[config.mk]
export PLATFORM = sky130hd
export DESIGN_NAME = id_ex_stage
export DESIGN_NICKNAME = d
export VERILOG_FILES = /design/src/rtl/pipe_pkg.sv /design/src/rtl/hazard_detect.sv /design/src/rtl/id_ex_stage.sv
export SDC_FILE = /design/constraint.sdc
export NUM_CORES = 1
export LEC_CHECK = 0
export BUFFER_PORTS_ARGS = -buffer_cell sky130_fd_sc_hd__buf_2
export CAP_MARGIN = 10
export CORE_AREA = 2 2 137 139
export DETAILED_ROUTE_END_ITERATION = 8
export DIE_AREA = 0 0 139 141
export MAX_ROUTING_LAYER = met4
export PLACE_DENSITY = 0.71
export RECOVER_POWER = 25
export SLEW_MARGIN = 20
export SYNTH_ARGS = -nofsm -noshare
export SYNTH_HDL_FRONTEND = slang
export SYNTH_SLANG_ARGS = --single-unit
[constraint.sdc]
create_clock -name clk -period 4.74 [get_ports clk]
set_input_delay 0.948 -clock clk [delete_from_list [all_inputs] [get_ports clk]]
set_output_delay 0.948 -clock clk [all_outputs]
set_load 0.05 [all_outputs]
[src/rtl/pipe_pkg.sv]
// rtl/pipe_pkg.sv - shared pipeline types: ALU op codes, control bundle, bubble constant
package pipe_pkg;

    localparam int DW = 32;
    localparam int RW = 5;
    localparam int AW = 4;

    localparam logic [4:0] REG_ZERO = 5'd0;

    typedef enum logic [AW-1:0] {
        ALU_ADD  = 4'd0,
        ALU_SUB  = 4'd1,
        ALU_AND  = 4'd2,
        ALU_OR   = 4'd3,
        ALU_XOR  = 4'd4,
        ALU_NOR  = 4'd5,
        ALU_SLT  = 4'd6,
        ALU_SLTU = 4'd7,
        ALU_SLL  = 4'd8,
        ALU_SRL  = 4'd9,
        ALU_SRA  = 4'd10,
        ALU_LUI  = 4'd11
    } alu_op_e;

    typedef struct packed {
        logic          reg_write;
        logic          mem_read;
        logic          mem_write;
        logic          mem_to_reg;
        logic          alu_src;
        logic [AW-1:0] alu_op;
    } ctrl_t;

    localparam ctrl_t BUBBLE_CTRL = '0;

    // True when a write-back to idx must be seen by a reader of idx this cycle.
    function automatic logic wb_hits(input logic wen, input logic [RW-1:0] widx,
                                     input logic [RW-1:0] ridx);
        return wen && (widx != REG_ZERO) && (widx == ridx);
    endfunction

endpackage

[src/rtl/hazard_detect.sv]
// rtl/hazard_detect.sv - combinational load-use detection and upstream stall request
module hazard_detect
    import pipe_pkg::*;
#(
    parameter int RW_P = 5
) (
    input  logic            i_ex_valid,
    input  logic            i_ex_mem_read,
    input  logic [RW_P-1:0] i_ex_write_reg,
    input  logic            i_id_valid,
    input  logic            i_id_use_rs,
    input  logic            i_id_use_rt,
    input  logic [RW_P-1:0] i_id_rs,
    input  logic [RW_P-1:0] i_id_rt,
    input  logic            i_ex_hold,
    input  logic            i_flush,
    output logic            o_load_use,
    output logic            o_stall
);

    logic w_rs_dep;
    logic w_rt_dep;

    assign w_rs_dep = i_id_use_rs && (i_id_rs == i_ex_write_reg);
    assign w_rt_dep = i_id_use_rt && (i_id_rt == i_ex_write_reg);

    assign o_load_use = i_ex_valid && i_ex_mem_read
                     && (i_ex_write_reg != RW_P'(REG_ZERO))
                     && i_id_valid && (w_rs_dep || w_rt_dep);

    // A flushed instruction is dropped upstream, so there is nothing to hold for.
    assign o_stall = i_ex_hold || (o_load_use && !i_flush);

endmodule

[src/rtl/id_ex_stage.sv]
// rtl/id_ex_stage.sv - ID/EX pipeline register with WB write-through bypass and load-use bubbles (option: ID_EX_PERF_CNT_EN)
module id_ex_stage
    import pipe_pkg::*;
#(
    parameter int DW = 32,
    parameter int RW = 5,
    parameter int AW = 4
) (
    input  logic          clk,
    input  logic          rst,
    input  logic          id_valid,
    input  logic [DW-1:0] id_pc,
    input  logic [RW-1:0] id_rs,
    input  logic [RW-1:0] id_rt,
    input  logic [RW-1:0] id_rd,
    input  logic          id_use_rs,
    input  logic          id_use_rt,
    input  logic [DW-1:0] rf_read_data1,
    input  logic [DW-1:0] rf_read_data2,
    input  logic [DW-1:0] id_imm,
    input  logic          id_reg_write,
    input  logic          id_mem_read,
    input  logic          id_mem_write,
    input  logic          id_mem_to_reg,
    input  logic          id_alu_src,
    input  logic          id_reg_dst,
    input  logic [AW-1:0] id_alu_op,
    input  logic          wb_reg_write,
    input  logic [RW-1:0] wb_write_reg,
    input  logic [DW-1:0] wb_write_data,
    input  logic          ex_hold,
    input  logic          flush,
    output logic          stall,
    output logic          ex_valid,
    output logic [DW-1:0] ex_pc,
    output logic [DW-1:0] ex_op_a,
    output logic [DW-1:0] ex_op_b,
    output logic [DW-1:0] ex_imm,
    output logic [RW-1:0] ex_rs,
    output logic [RW-1:0] ex_rt,
    output logic [RW-1:0] ex_write_reg,
    output logic          ex_reg_write,
    output logic          ex_mem_read,
    output logic          ex_mem_write,
    output logic          ex_mem_to_reg,
    output logic          ex_alu_src,
    output logic [AW-1:0] ex_alu_op
`ifdef ID_EX_PERF_CNT_EN
    ,
    output logic [31:0]   bubble_cnt,
    output logic [31:0]   hold_cnt
`endif
);

    logic          r_valid;
    logic [DW-1:0] r_pc;
    logic [DW-1:0] r_op_a;
    logic [DW-1:0] r_op_b;
    logic [DW-1:0] r_imm;
    logic [RW-1:0] r_rs;
    logic [RW-1:0] r_rt;
    logic [RW-1:0] r_write_reg;
    ctrl_t         r_ctrl;

    logic          w_load_use;
    logic          w_bubble;
    logic [DW-1:0] w_op_a;
    logic [DW-1:0] w_op_b;
    logic [RW-1:0] w_write_reg;
    ctrl_t         w_id_ctrl;

    hazard_detect #(
        .RW_P (RW)
    ) u_hazard (
        .i_ex_valid     (r_valid),
        .i_ex_mem_read  (r_ctrl.mem_read),
        .i_ex_write_reg (r_write_reg),
        .i_id_valid     (id_valid),
        .i_id_use_rs    (id_use_rs),
        .i_id_use_rt    (id_use_rt),
        .i_id_rs        (id_rs),
        .i_id_rt        (id_rt),
        .i_ex_hold      (ex_hold),
        .i_flush        (flush),
        .o_load_use     (w_load_use),
        .o_stall        (stall)
    );

    // RF writes land at the clock edge, so a same-cycle WB must be forwarded here.
    assign w_op_a = wb_hits(wb_reg_write, wb_write_reg, id_rs) ? wb_write_data : rf_read_data1;
    assign w_op_b = wb_hits(wb_reg_write, wb_write_reg, id_rt) ? wb_write_data : rf_read_data2;

    assign w_write_reg = id_reg_dst ? id_rd : id_rt;

    assign w_id_ctrl.reg_write  = id_reg_write;
    assign w_id_ctrl.mem_read   = id_mem_read;
    assign w_id_ctrl.mem_write  = id_mem_write;
    assign w_id_ctrl.mem_to_reg = id_mem_to_reg;
    assign w_id_ctrl.alu_src    = id_alu_src;
    assign w_id_ctrl.alu_op     = id_alu_op;

    assign w_bubble = flush || w_load_use || !id_valid;

    always_ff @(posedge clk) begin
        if (rst) begin
            r_valid     <= 1'b0;
            r_pc        <= '0;
            r_op_a      <= '0;
            r_op_b      <= '0;
            r_imm       <= '0;
            r_rs        <= '0;
            r_rt        <= '0;
            r_write_reg <= '0;
            r_ctrl      <= BUBBLE_CTRL;
        end else if (!ex_hold) begin
            if (w_bubble) begin
                r_valid     <= 1'b0;
                r_pc        <= '0;
                r_op_a      <= '0;
                r_op_b      <= '0;
                r_imm       <= '0;
                r_rs        <= '0;
                r_rt        <= '0;
                r_write_reg <= '0;
                r_ctrl      <= BUBBLE_CTRL;
            end else begin
                r_valid     <= 1'b1;
                r_pc        <= id_pc;
                r_op_a      <= w_op_a;
                r_op_b      <= w_op_b;
                r_imm       <= id_imm;
                r_rs        <= id_rs;
                r_rt        <= id_rt;
                r_write_reg <= w_write_reg;
                r_ctrl      <= w_id_ctrl;
            end
        end
    end

`ifdef ID_EX_PERF_CNT_EN
    logic [31:0] r_bubble_cnt;
    logic [31:0] r_hold_cnt;

    always_ff @(posedge clk) begin
        if (rst) begin
            r_bubble_cnt <= '0;
            r_hold_cnt   <= '0;
        end else begin
            if (w_load_use && !ex_hold && !flush) begin
                r_bubble_cnt <= r_bubble_cnt + 32'd1;
            end
            if (ex_hold) begin
                r_hold_cnt <= r_hold_cnt + 32'd1;
            end
        end
    end

    assign bubble_cnt = r_bubble_cnt;
    assign hold_cnt   = r_hold_cnt;
`endif

    assign ex_valid      = r_valid;
    assign ex_pc         = r_pc;
    assign ex_op_a       = r_op_a;
    assign ex_op_b       = r_op_b;
    assign ex_imm        = r_imm;
    assign ex_rs         = r_rs;
    assign ex_rt         = r_rt;
    assign ex_write_reg  = r_write_reg;
    assign ex_reg_write  = r_ctrl.reg_write;
    assign ex_mem_read   = r_ctrl.mem_read;
    assign ex_mem_write  = r_ctrl.mem_write;
    assign ex_mem_to_reg = r_ctrl.mem_to_reg;
    assign ex_alu_src    = r_ctrl.alu_src;
    assign ex_alu_op     = r_ctrl.alu_op;

endmodule

======== After elaboration in Yosys (flattened, before gate mapping) ========
Cells that the tools add are included.
storage, ports and cells
  memories ................................ 0
  output and inout bits ................... 154
  word-level logic and storage cells ...... 48
  ROM bits ................................ 0
  flip-flop bits (word level) ............. 153
  latch bits .............................. 0
  RAM bits ................................ 0
operators by class
  multipliers ............................. 0
  magnitude comparators ................... 0
  eq/ne operators ......................... 4
  reductions and logical operators ........ 18
  bitwise logic cells ..................... 0
  shift operators ......................... 0
  add/sub/neg operators ................... 0
  multiplexer cells ....................... 12
  div/mod/pow operators ................... 0
operator list
  cell                 number
  $mux W32             6
  $eq A5 B5 Y1         4
  $mux W5              4
  $logic_and A1 B1 Y1  10
  $reduce_bool A5 Y1   2
  $mux W9              1
  $logic_or A1 B1 Y1   4
  $logic_not A1 Y1     2
  $mux W1              1

======== Longest topological paths before layout ========
Gate-level depths: netlist of run 1.
  word-level depth ........................ 7
  mapped depth ............................ 7
  depth with buffers taken out ............ 5

======== Modules after synthesis ========
Synthesis of run 1 repeated with hierarchy kept, for this count alone.
unflattened totals
  cells, all modules ...................... 666
  area total of the unflattened synthesis .. 5,883.1 µm²
modules (own cells, without submodules)
  module         times used  area each (µm²)  sequential area each (µm²)  cells an instance
  id_ex_stage    1           5,720.5          3,062.9                     646
  hazard_detect  1           162.7            0.0                         20

======== Worst setup path before layout of run 1 ========
Ideal clock, no wire load.
  path kind ............................... input to output
  start ................................... input port id_rs[3]
  end ..................................... output port stall
  buffers on the path ..................... 0
  stages .................................. 4
  slack ................................... 0.980 ns
  arrival ................................. 2.812 ns
  cells stage by stage .................... xor2_1 > nor4_1 > a32oi_1 > o31ai_1
between the ends
  cells in the longest elaborated chain, start to end .. 6
RTL lines
  what                 RTL line             RTL
  from (decl)          id_ex_stage.sv:13    input logic [RW-1:0] id_rs,
  $eq A5 B5 Y1         hazard_detect.sv:24  assign w_rs_dep = i_id_use_rs && (i_id_rs == i_ex_write_reg);
  $logic_and A1 B1 Y1  hazard_detect.sv:24
  $logic_or A1 B1 Y1   hazard_detect.sv:29  && i_id_valid && (w_rs_dep || w_rt_dep);
  $logic_and A1 B1 Y1  hazard_detect.sv:29
  $logic_and A1 B1 Y1  hazard_detect.sv:32  assign o_stall = i_ex_hold || (o_load_use && !i_flush);
  $logic_or A1 B1 Y1   hazard_detect.sv:32
  to (decl)            id_ex_stage.sv:33    output logic stall,
No other way between the ends.

======== Final worst setup path of run 1 ========
  start ................................... input port id_rs[2]
  end ..................................... output port stall
Same word-level chain as after synthesis.

==> results of run 1 <==
[final cells by class]
cell class / instances / area, um2 / area share
Sequential cell: 153 / 3060 / 0.379
Multi-Input combinational cell: 331 / 2390 / 0.296
Timing Repair Buffer: 358 / 1730 / 0.214
Clock buffer: 18 / 429 / 0.0532
Tap cell: 234 / 293 / 0.0363
Clock inverter: 14 / 160 / 0.0198
Antenna cell: 2 / 5.00 / 0.000620
Inverter: 1 / 3.75 / 0.000465
[cell families (layout without fill, tap and decap cells)]
family	after synthesis	count (layout)	share of synthesized area
other	0	2	0
multiplexers	69	69	0.120
AO/OA/AOI/OAI	160	160	0.199
XOR/XNOR	20	20	0.0304
buffers and inverters	40	391	0.0554
AND/OR/NAND/NOR	82	82	0.0636
flip-flops	153	153	0.532
[path summary, 6_finish.rpt]
kind / endpoint / slack (ns) / cells past startpoint
max: stall / 1.35 / 6
max reg2reg: ex_pc[0]$_SDFFE_PP0N_ / 2.25 / 5
min reg2reg: ex_op_a[26]$_SDFFE_PP0N_ / 0.44 / 2
min: ex_op_a[26]$_SDFFE_PP0N_ / 0.44 / 2
[placed cells by master, fill, tap and decap left out, types with 3 or more instances in the layout]
master | netlist | final
dfxtp_1 | 153 | 153
a22o_1 | 83 | 83
nand2_1 | 70 | 70
mux2i_1 | 69 | 69
xor2_1 | 12 | 12
buf_2 | 3 | 275
clkbuf_1 | 19 | 77
o21ai_0 | 15 | 15
o21ai_1 | 55 | 55
clkinvlp_4 | 0 | 3
clkbuf_16 | 0 | 17
buf_4 | 5 | 6
xnor2_1 | 8 | 8
inv_6 | 0 | 6
[metrics by stage]
stage          std cells  hold slack [ns]  cell area [um2]  setup slack, ns
2_1_floorplan        524            0.665             5760            0.980
3_3_place_gp        1077            0.430             7570             1.40
3_5_place_dp        1077            0.437             7570             1.42
4_1_cts             1109            0.446             8160             1.42
5_1_grt             1111            0.461             8070             1.17
6_report            1111            0.443             8070             1.35
[worst register-to-register path, delay by kind of cell, from the launching register on]
family	cells	cell delay [ns]
compound gates	3	1.62
xor+xnor	1	0.24
flops	1	0.49
simple gates	1	0.09
[power by group through the flow]
stage / combinational [mW] / clock (mW) / sequential [mW]
CTS: 0.367 / 1.40 / 1.34
global placement: 0.364 / 0 / 1.36
finish: 0.359 / 1.37 / 1.34
global route: 0.384 / 1.46 / 1.34
floorplan: 0.105 / 0 / 1.48
detailed placement: 0.365 / 0 / 1.36
[routing by layer]
metal / global-route usage / share of wire / vias to the layer above
met4: 0.0633 / 0.016 / 0
li1: - / - / 2573
met1: 0.219 / 0.42 / 2450
met2: 0.299 / 0.48 / 255
met5: - / 0 / -
met3: 0.0564 / 0.083 / 18
==> summary.txt, run 1 <==
Timing
  – Final setup vio count: 0
  – Max Fclk: around 300 MHz
  – Setup_tns: 0 ns
  – Crit path time final: roughly 3.4 ns
  – Worst Skew: between 0.009 and 0.01 ns
  – Hold Fails Final Rpt: 0
  – Worst slew margin: 0.318
  – RSZ-0062 raised after global routing: false
  – Slew @ Worst Pin: approximately 1 ns
  – Part of the cycle the worst path needs: 0.715
  – Max-slew violation count: 0

Route
  – DRC viols: 0
  – DRT iter0 DRCs: 214
  – Pre-Repair DR Iteration Count: 6
  – Antenna Nets Post-Route: 0
  – Routed length per instance: approximately 16 um
  – Via Count: ~5.3k
  – WL final: 18100 um
  – Vias per inst: between 4 and 5

Synthesis
  – Commonest cells in the netlist: dfxtp_1 (153), a22o_1 (83), nand2_1 (70), mux2i_1 (69), o21ai_1 (55)
  – Number of synthesized flops with an enable pin: 0
  – Synth top area cells: dfxtp_1 (53%), a22o_1 (13%), mux2i_1 (12%)
  – Syn. warnings: 0
  – Most common cell in the netlist: dfxtp_1
  – Synth Flop Type: dfxtp_1
  – Cell count after synthesis: about 520
  – #FFs+latches synth: about 150
  – Cell area after synthesis: ~5800 um2
  – Sequential area share after synthesis: 0.532
  – Largest area contributor in the netlist: dfxtp_1
  – FFs w/ async S/R, synth: 0
  – Net Count, Synth: 722
  – Avg Cell Area, Syn: between 10 and 15 um2
  – Synth cell types: 30
  – Post-synth top area share: 0.532

Clocking
  – Latest clock arrival within the worst-skew pair: 0.41 ns
  – CTS Buffer Depth: 2
  – Setup Fix Bufs, Post-CTS: 0
  – TritonCTS buffer count: 17
  – H-Tree Depth: 4
  – Root buf cell: clkbuf_16
  – Quantity of gates resized following cts: 0
  – Clock-pin slew on the worst setup and hold paths: ~0.06 ns
  – Clk sinks: approximately 150
  – CTS hold repair buffers: 0
  – CTS tree: built

Critical path
  – CP max FO: 4
  – Cell family with most CP delay: compound AO/OA/AOI/OAI gates
  – Worst R2R Start: ex_write_reg[0]$_SDFFE_PP0N_
  – Bufs and invs on worst path: 2
  – CP max-delay cell: buf_2
  – CP Class: in2out
  – Worst EP required: 3.79 ns
  – Largest stage delay, worst path: roughly 0.3 ns
  – Crit. End Element: primary output
  – Crit path DAT: 2.44 ns
  – Startpoint types: input port
  – Crit-path cells: clkbuf_1, xor2_1, nor4_1, a32oi_1, o31ai_1, buf_2
  – Setup crit start: id_rs[2]

Power and ir drop
  – P_sw: 832 uW
  – Leakage: about 3.5 nW
  – Design Power: 3.06 mW
  – Maximum vdd ir drop: approximately 230 uV
  – Clock power share: 0.446
  – Switch share: 0.272
  – Sequential share of power: 0.436
  – Internal power: approximately 2.2 mW
  – Power density over cell area: ~380 nW/um2
  – Logic pwr share: 0.117

Global routing
  – GRT Residual Overflow: 0
  – Vias in the first global route: between 5k and 6k
  – First-pass GRT wire length: roughly 28000 um
  – Tot GR Track Use: 0.184
  – Pin count of the biggest net entering global routing: 84
  – Antenna violations before repair: 2

Place
  – RD Place Congestion: 0.807
  – Dpl hpwl: roughly 13000 um
  – IO buf count: between 300 and 400

Die
  – Die height: 141 um
  – CORE AREA: around 18000 um2
  – Chip width: between 100 and 150 um
  – Initial Util: 0.315
  – Die Area: 19600 um2
  – Num rows: 50
  – IO Pins: ~350

Cells and area
  – Fin util: 0.442
  – # nets final: about 1.1k
  – Share of cells above drive strength 1: 0.366
  – Number of fill cells: between 1.5k and 2k
  – Layout area overhead: 40.2%

Min path
  – HP Class: reg2reg
  – Hold_sp: ex_op_a[26]$_SDFFE_PP0N_

Flow run
  – Max Cap Viol: 0

Status
  – Status: finished, final reports clean
Note: power is estimated with default switching activity, not from simulation.
==> run 2: changes to the inputs <==
--- a/config.mk
+++ b/config.mk
@@ -7,11 +7,11 @@
 export LEC_CHECK = 0
 export BUFFER_PORTS_ARGS = -buffer_cell sky130_fd_sc_hd__buf_2
 export CAP_MARGIN = 10
-export CORE_AREA = 2 2 137 139
+export CORE_AREA = 2 2 138 140
 export DETAILED_ROUTE_END_ITERATION = 8
-export DIE_AREA = 0 0 139 141
+export DIE_AREA = 0 0 140 142
 export MAX_ROUTING_LAYER = met4
-export PLACE_DENSITY = 0.71
+export PLACE_DENSITY = 0.7
 export RECOVER_POWER = 25
 export SLEW_MARGIN = 20
 export SYNTH_ARGS = -nofsm -noshare
==> constraint.sdc (replaced) <==
create_clock -name clk -period 3.2 [get_ports clk]
set_input_delay 0.64 -clock clk [delete_from_list [all_inputs] [get_ports clk]]
set_output_delay 0.64 -clock clk [all_outputs]
set_load 0.05 [all_outputs]
==> run 2 against run 1 <==
  * The run now ends with DRC left
  * Clock skew rose by 0.0021 ns
  * Non-clock buffer count is 1 higher
  * Final cell count barely moved
  * Critical path type is now reg2out
  * Highest routed layer unchanged
==> summary.txt, run 2 (same netlist as run 1, synthesis figures left out) <==
Route
  – Via Count: between 5k and 6k
  – Routed length per instance: 16.2 um
  – DRT iter0 DRCs: about 230
  – Pre-Repair DR Iteration Count: 9
  – DRC viols: 25
  – Antenna Nets Post-Route: 0
  – WL final: about 18000 um
  – Vias per inst: about 4.7

Critical path
  – CP max FO: 5
  – CP Class: reg2out
  – Crit path DAT: about 2.2 ns
  – Startpoint types: register
  – Crit. End Element: primary output
  – Worst EP required: approximately 2.6 ns

Status
  – Violated checks: DRC
  – Status: complete, but fails checks

Timing
  – Max Fclk: 352 MHz
  – Hold Fails Final Rpt: 0
  – Slew @ Worst Pin: 0.781 ns
  – Final setup vio count: 0
  – Worst Skew: around 0.012 ns
  – Part of the cycle the worst path needs: 0.887
  – Setup_tns: 0 ns
  – Crit path time final: 2.84 ns
  – RSZ-0062 raised after global routing: false
  – Max-slew violation count: 0
  – Worst slew margin: 0.479

Place
  – IO buf count: approximately 350
  – RD Place Congestion: between 0.8 and 0.9
  – Dpl hpwl: 13100 um
  – Inst Count DP: 1078

Cells and area
  – # nets final: 1061
  – Final std cells w/o fill: 1110
  – Layout area overhead: 40.3%
  – Fin util: 0.438
  – Antenna cells: 0
  – Leading cell type in the layout, fill and taps excluded: buf_2
  – Share of cells above drive strength 1: 0.368
  – Number of fill cells: 1801
  – Commonest cells after routing, fill and taps aside: buf_2 (275), dfxtp_1 (153), a22o_1 (83), clkbuf_1 (76), nand2_1 (70)

Die
  – CORE AREA: between 15000 and 20000 um2
  – Initial Util: 0.312
  – Die height: roughly 140 um
  – Chip width: between 100 and 150 um
  – Die Area: just under 20000 um2
  – IO Pins: between 300 and 400
  – Num rows: 50

Clocking
  – Latest clock arrival within the worst-skew pair: between 0.4 and 0.5 ns
  – Clock-pin slew on the worst setup and hold paths: 0.07 ns
  – Quantity of gates resized following cts: 0
  – Root buf cell: clkbuf_16
  – CTS tree: built
  – Clk sinks: approximately 150
  – CTS hold repair buffers: 0
  – TritonCTS buffer count: 17
  – Setup Fix Bufs, Post-CTS: 0
  – H-Tree Depth: 4
  – CTS Buffer Depth: 2

Flow run
  – Max Cap Viol: 0

Global routing
  – First-pass GRT wire length: approximately 27000 um
  – GRT Residual Overflow: 0
  – Pin count of the biggest net entering global routing: 85
  – Vias in the first global route: 5028
  – Antenna violations before repair: 0
  – Tot GR Track Use: 0.179

Min path
  – HP Class: in2reg

Power and ir drop
  – Power density over cell area: between 500 and 600 nW/um2
  – Maximum vdd ir drop: roughly 330 uV
  – Leakage: roughly 3.6 nW
==> run 2: cell types whose count changed in the layout (fill, tap and decap cells not counted), sizes merged <==
cell / before / now
buf: 282 / 283
bufinv: 2 / 1
clkbuf: 94 / 93
clkinv: 2 / 3
clkinvlp: 3 / 2
diode: 2 / 0
inv: 8 / 10
==> run 2: worst paths after layout <==
kind,slack (ns),depth (start not counted),endpoint,start
worst min register to register,0.44,2,ex_op_a[25]$_SDFFE_PP0N_,ex_op_a[25]$_SDFFE_PP0N_
worst max register to register,0.95,6,ex_op_a[29]$_SDFFE_PP0N_,ex_write_reg[3]$_SDFFE_PP0N_
worst max-delay path,0.36,5,stall,ex_write_reg[3]$_SDFFE_PP0N_
worst min-delay path,0.43,2,ex_pc[13]$_SDFFE_PP0N_,id_pc[13]
==> run 2: critical path, stage by stage, from the launching register on <==
cell and delay (ns):
dfxtp_1 0.37, xor2_1 0.18, nor4_1 0.35, a32oi_1 0.30
o31ai_1 0.28, buf_2 0.30
==> run 2: layout make-up <==
class                           instances  area, um2  area share
Inverter                                1       3.75    0.000465
Tap cell                              234        293      0.0362
Timing Repair Buffer                  359       1750       0.216
Clock buffer                           17        425      0.0526
Clock inverter                         15        155      0.0192
Sequential cell                       153       3060       0.379
Multi-Input combinational cell        331       2390       0.296
==> run 2: stage by stage <==
| stage | power (mW) | hold slack (ns) | setup slack (ns) | cell area [um2] |
|---|---|---|---|---|
| global placement | 2.56 | 0.431 | 0.465 | 7590 |
| detailed placement | 2.56 | 0.437 | 0.460 | 7590 |
| floorplan | 2.34 | 0.665 | 0.0202 | 5760 |
| CTS | 4.57 | 0.400 | 0.381 | 8180 |
| global route | 4.67 | 0.409 | 0.213 | 8080 |
| finish | 4.49 | 0.428 | 0.361 | 8080 |
==> run 2: layer usage <==
layer  track usage  share of wire  up-vias
li1              -              -     2571
met4        0.0553          0.013        0
met1         0.215           0.43     2405
met3        0.0448          0.071       15
met2         0.298           0.49      226
met5             -              0        -
==> run 2: report_power, final <==
group          internal (mW)  switching [mW]  leakage, nW
Clock                   1.10           0.877        0.282
Sequential              1.95          0.0269         1.24
Combinational          0.182           0.349         2.03
Total                   3.24            1.25         3.55
==> run 3: changes to the inputs <==
--- a/config.mk
+++ b/config.mk
@@ -7,13 +7,14 @@
 export LEC_CHECK = 0
 export BUFFER_PORTS_ARGS = -buffer_cell sky130_fd_sc_hd__buf_2
 export CAP_MARGIN = 10
-export CORE_AREA = 2 2 138 140
+export CORE_AREA = 2 2 135 137
 export DETAILED_ROUTE_END_ITERATION = 8
-export DIE_AREA = 0 0 140 142
+export DIE_AREA = 0 0 137 139
 export MAX_ROUTING_LAYER = met4
-export PLACE_DENSITY = 0.7
+export PLACE_DENSITY = 0.74
 export RECOVER_POWER = 25
 export SLEW_MARGIN = 20
 export SYNTH_ARGS = -nofsm -noshare
 export SYNTH_HDL_FRONTEND = slang
+export SYNTH_HIERARCHICAL = 1
 export SYNTH_SLANG_ARGS = --single-unit
==> run 3 against run 2 <==
  * The run now ends clean
  * Utilization up 3.7 points
  * Sequential share of layout area is 1.4 points lower
  * Combinational power grew 7.5%
  * Clock power about the same
  * Setup slack worse by 0.096 ns
  * Routed wire length is 12% higher
  * Design area up 3.7%
  * Critical path depth is 3 higher
  * Count of clock-buffer cells in the layout grew 2
==> summary.txt, run 3 <==
Global routing
  – Met1 Usage GRT: 0.242
  – Pin count of the biggest net entering global routing: about 90
  – Grt met2 use: 0.353
  – Antenna violations before repair: 3
  – GRT Residual Overflow: 0
  – Vias in the first global route: 5969
  – Grt peak-use layer: met2
  – First-pass GRT wire length: between 30000 and 40000 um
  – Met3 Track Usage GR: 0.0643
  – Tot GR Track Use: 0.213

Synthesis
  – Cell area after synthesis: approximately 5900 um2
  – Number of synthesized flops with an enable pin: 0
  – Synth top area cells: dfxtp_1 (52%), a22oi_1 (11%), o221ai_1 (9.5%)
  – FFs w/ async S/R, synth: 0
  – Post-synth top area share: 0.521
  – Largest area contributor in the netlist: dfxtp_1
  – #FFs+latches synth: 153
  – Net Count, Synth: about 860
  – Sequential area share after synthesis: 0.521
  – Commonest cells in the netlist: dfxtp_1 (153), nand2_1 (100), nor2_1 (94), a22oi_1 (83), inv_1 (67)
  – Synth cell types: 31
  – Most common cell in the netlist: dfxtp_1
  – Syn. warnings: 6
  – Cell count after synthesis: 666
  – Synth Flop Type: dfxtp_1
  – Avg Cell Area, Syn: ~8.8 um2

Clocking
  – Quantity of gates resized following cts: 0
  – H-Tree Depth: 4
  – Root buf cell: clkbuf_16
  – CTS tree: built
  – TritonCTS buffer count: 17
  – Setup Fix Bufs, Post-CTS: 0
  – Latest clock arrival within the worst-skew pair: approximately 0.42 ns
  – Clk sinks: around 150
  – CTS Buffer Depth: 2
  – Clock-pin slew on the worst setup and hold paths: roughly 0.070 ns
  – CTS hold repair buffers: 0

Route
  – Antenna Nets Post-Route: 0
  – WL final: slightly above 20000 um
  – Via Count: a little over 6k
  – Vias per inst: a little under 5
  – Routed length per instance: around 16 um
  – DRT iter0 DRCs: around 340
  – Pre-Repair DR Iteration Count: 5
  – DRC viols: 0

Place
  – RD Place Congestion: approximately 0.83
  – IO buf count: between 300 and 400
  – Dpl hpwl: roughly 14000 um

Die
  – Die Area: ~19000 um2
  – Initial Util: 0.333
  – Chip width: ~140 um
  – CORE AREA: around 18000 um2
  – IO Pins: 352
  – Die height: 139 um
  – Num rows: between 40 and 50

Cells and area
  – # nets final: between 1k and 1.5k
  – Fin util: 0.475
  – FF+latch area: 3060 um2
  – Commonest cells after routing, fill and taps aside: buf_2 (273), dfxtp_1 (153), nand2_1 (100), nor2_1 (94), a22oi_1 (83)
  – Multi-input logic area: between 2000 and 2500 um2
  – Share of cells above drive strength 1: 0.324
  – Number of fill cells: 1741
  – Layout area overhead: 42.5%
  – Leading cell type in the layout, fill and taps excluded: buf_2

Timing
  – Max Fclk: roughly 340 MHz
  – Hold Fails Final Rpt: 0
  – Worst slew margin: 0.384
  – Setup_tns: 0 ns
  – RSZ-0062 raised after global routing: false
  – Slew @ Worst Pin: between 0.9 and 1 ns
  – Part of the cycle the worst path needs: 0.917
  – Worst Skew: ~0.010 ns
  – Crit path time final: 2.93 ns
  – Max-slew violation count: 0
  – Final setup vio count: 0
  – Worst hold margin: ~0.45 ns

Power and ir drop
  – Design Power: about 4.5 mW
  – Leakage: 3.87 nW
  – Power density over cell area: between 500 and 600 nW/um2
  – Maximum vdd ir drop: between 300 and 400 uV

Flow run
  – Max Cap Viol: 0

Critical path
  – CP Class: reg2reg
  – Crit path DAT: around 3.3 ns
  – Startpoint types: register
  – CP max FO: 32
  – Worst EP required: 3.53 ns
  – Crit. End Element: register
  – Reg-to-reg slack, setup: 0.27 ns

Status
  – Status: finished, final reports clean

Min path
  – HP Class: in2reg
==> run 3: changes by cell type in the layout (fill, tap and decap cells not counted), sizes merged, moves of 3 or more <==
cell    previous run  this run
a21oi              1         7
a22o              83         0
a22oi              0        83
buf              283       288
clkinv             3         7
diode              0         3
inv               10        71
mux2i             69         5
nand2             70       100
nor2               1        94
o21ai             72         1
o221ai             0        64
==> run 3: power breakdown <==
part | leakage, nW | total (mW) | switching, mW | internal, mW
clock network | 0.289 | 2.00 | 0.861 | 1.14
logic | 2.34 | 0.571 | 0.384 | 0.187
registers | 1.24 | 1.98 | 0.0268 | 1.95
==> run 3: worst paths after layout <==
path	start	end	cells past startpoint
max reg2reg	ex_write_reg[2]$_SDFFE_PP0N_	ex_op_b[6]$_SDFFE_PP0N_	8
max	ex_write_reg[2]$_SDFFE_PP0N_	ex_op_b[6]$_SDFFE_PP0N_	8
min	id_pc[16]	ex_pc[16]$_SDFFE_PP0N_	3
min reg2reg	ex_op_a[17]$_SDFFE_PP0N_	ex_op_a[17]$_SDFFE_PP0N_	2
==> run 3: logic make-up after synthesis <==
group,Yosys count,share of synthesized area
and+or+nand+nor,206,0.138
AOI/OAI and AO/OA,161,0.221
DFF,153,0.521
buffers and inverters,121,0.0815
xor gates and xnor gates,20,0.0298
muxes,5,0.00851
==> run 3: cell type report <==
cell class | count | share of cell area
antenna | 3 | 0.000896
clock buffer | 19 | 0.0540
clock inverter | 13 | 0.0164
inverter | 67 | 0.0300
multi-input combinational | 392 | 0.283
sequential | 153 | 0.365
tap | 229 | 0.0342
timing repair buffer | 364 | 0.216
==> run 3: layer usage <==
layer / vias up / share of wire
li1: 2979 / -
met1: 2818 / 0.41
met2: 269 / 0.48
met3: 23 / 0.090
met4: 0 / 0.019
met5: - / 0
==> run 3: stage by stage <==
stage               setup WS [ns]  area, um2  std cells
finish                      0.265       8380       1240
global route               0.0416       8380       1239
CTS                         0.274       8470       1237
detailed placement         0.0574       7880       1205
global placement            0.131       7880       1205
floorplan                   0.253       5880        666
==> run 3: critical path, cell delays in order, from the launching register on <==
cell and delay, ns:
dfxtp_1 0.39, or4_1 0.54, o21ai_1 0.20, nor3_1 0.10
or4b_1 0.63, a2111oi_4 0.42, buf_12 0.24, nand2_1 0.11
o221ai_1 0.21
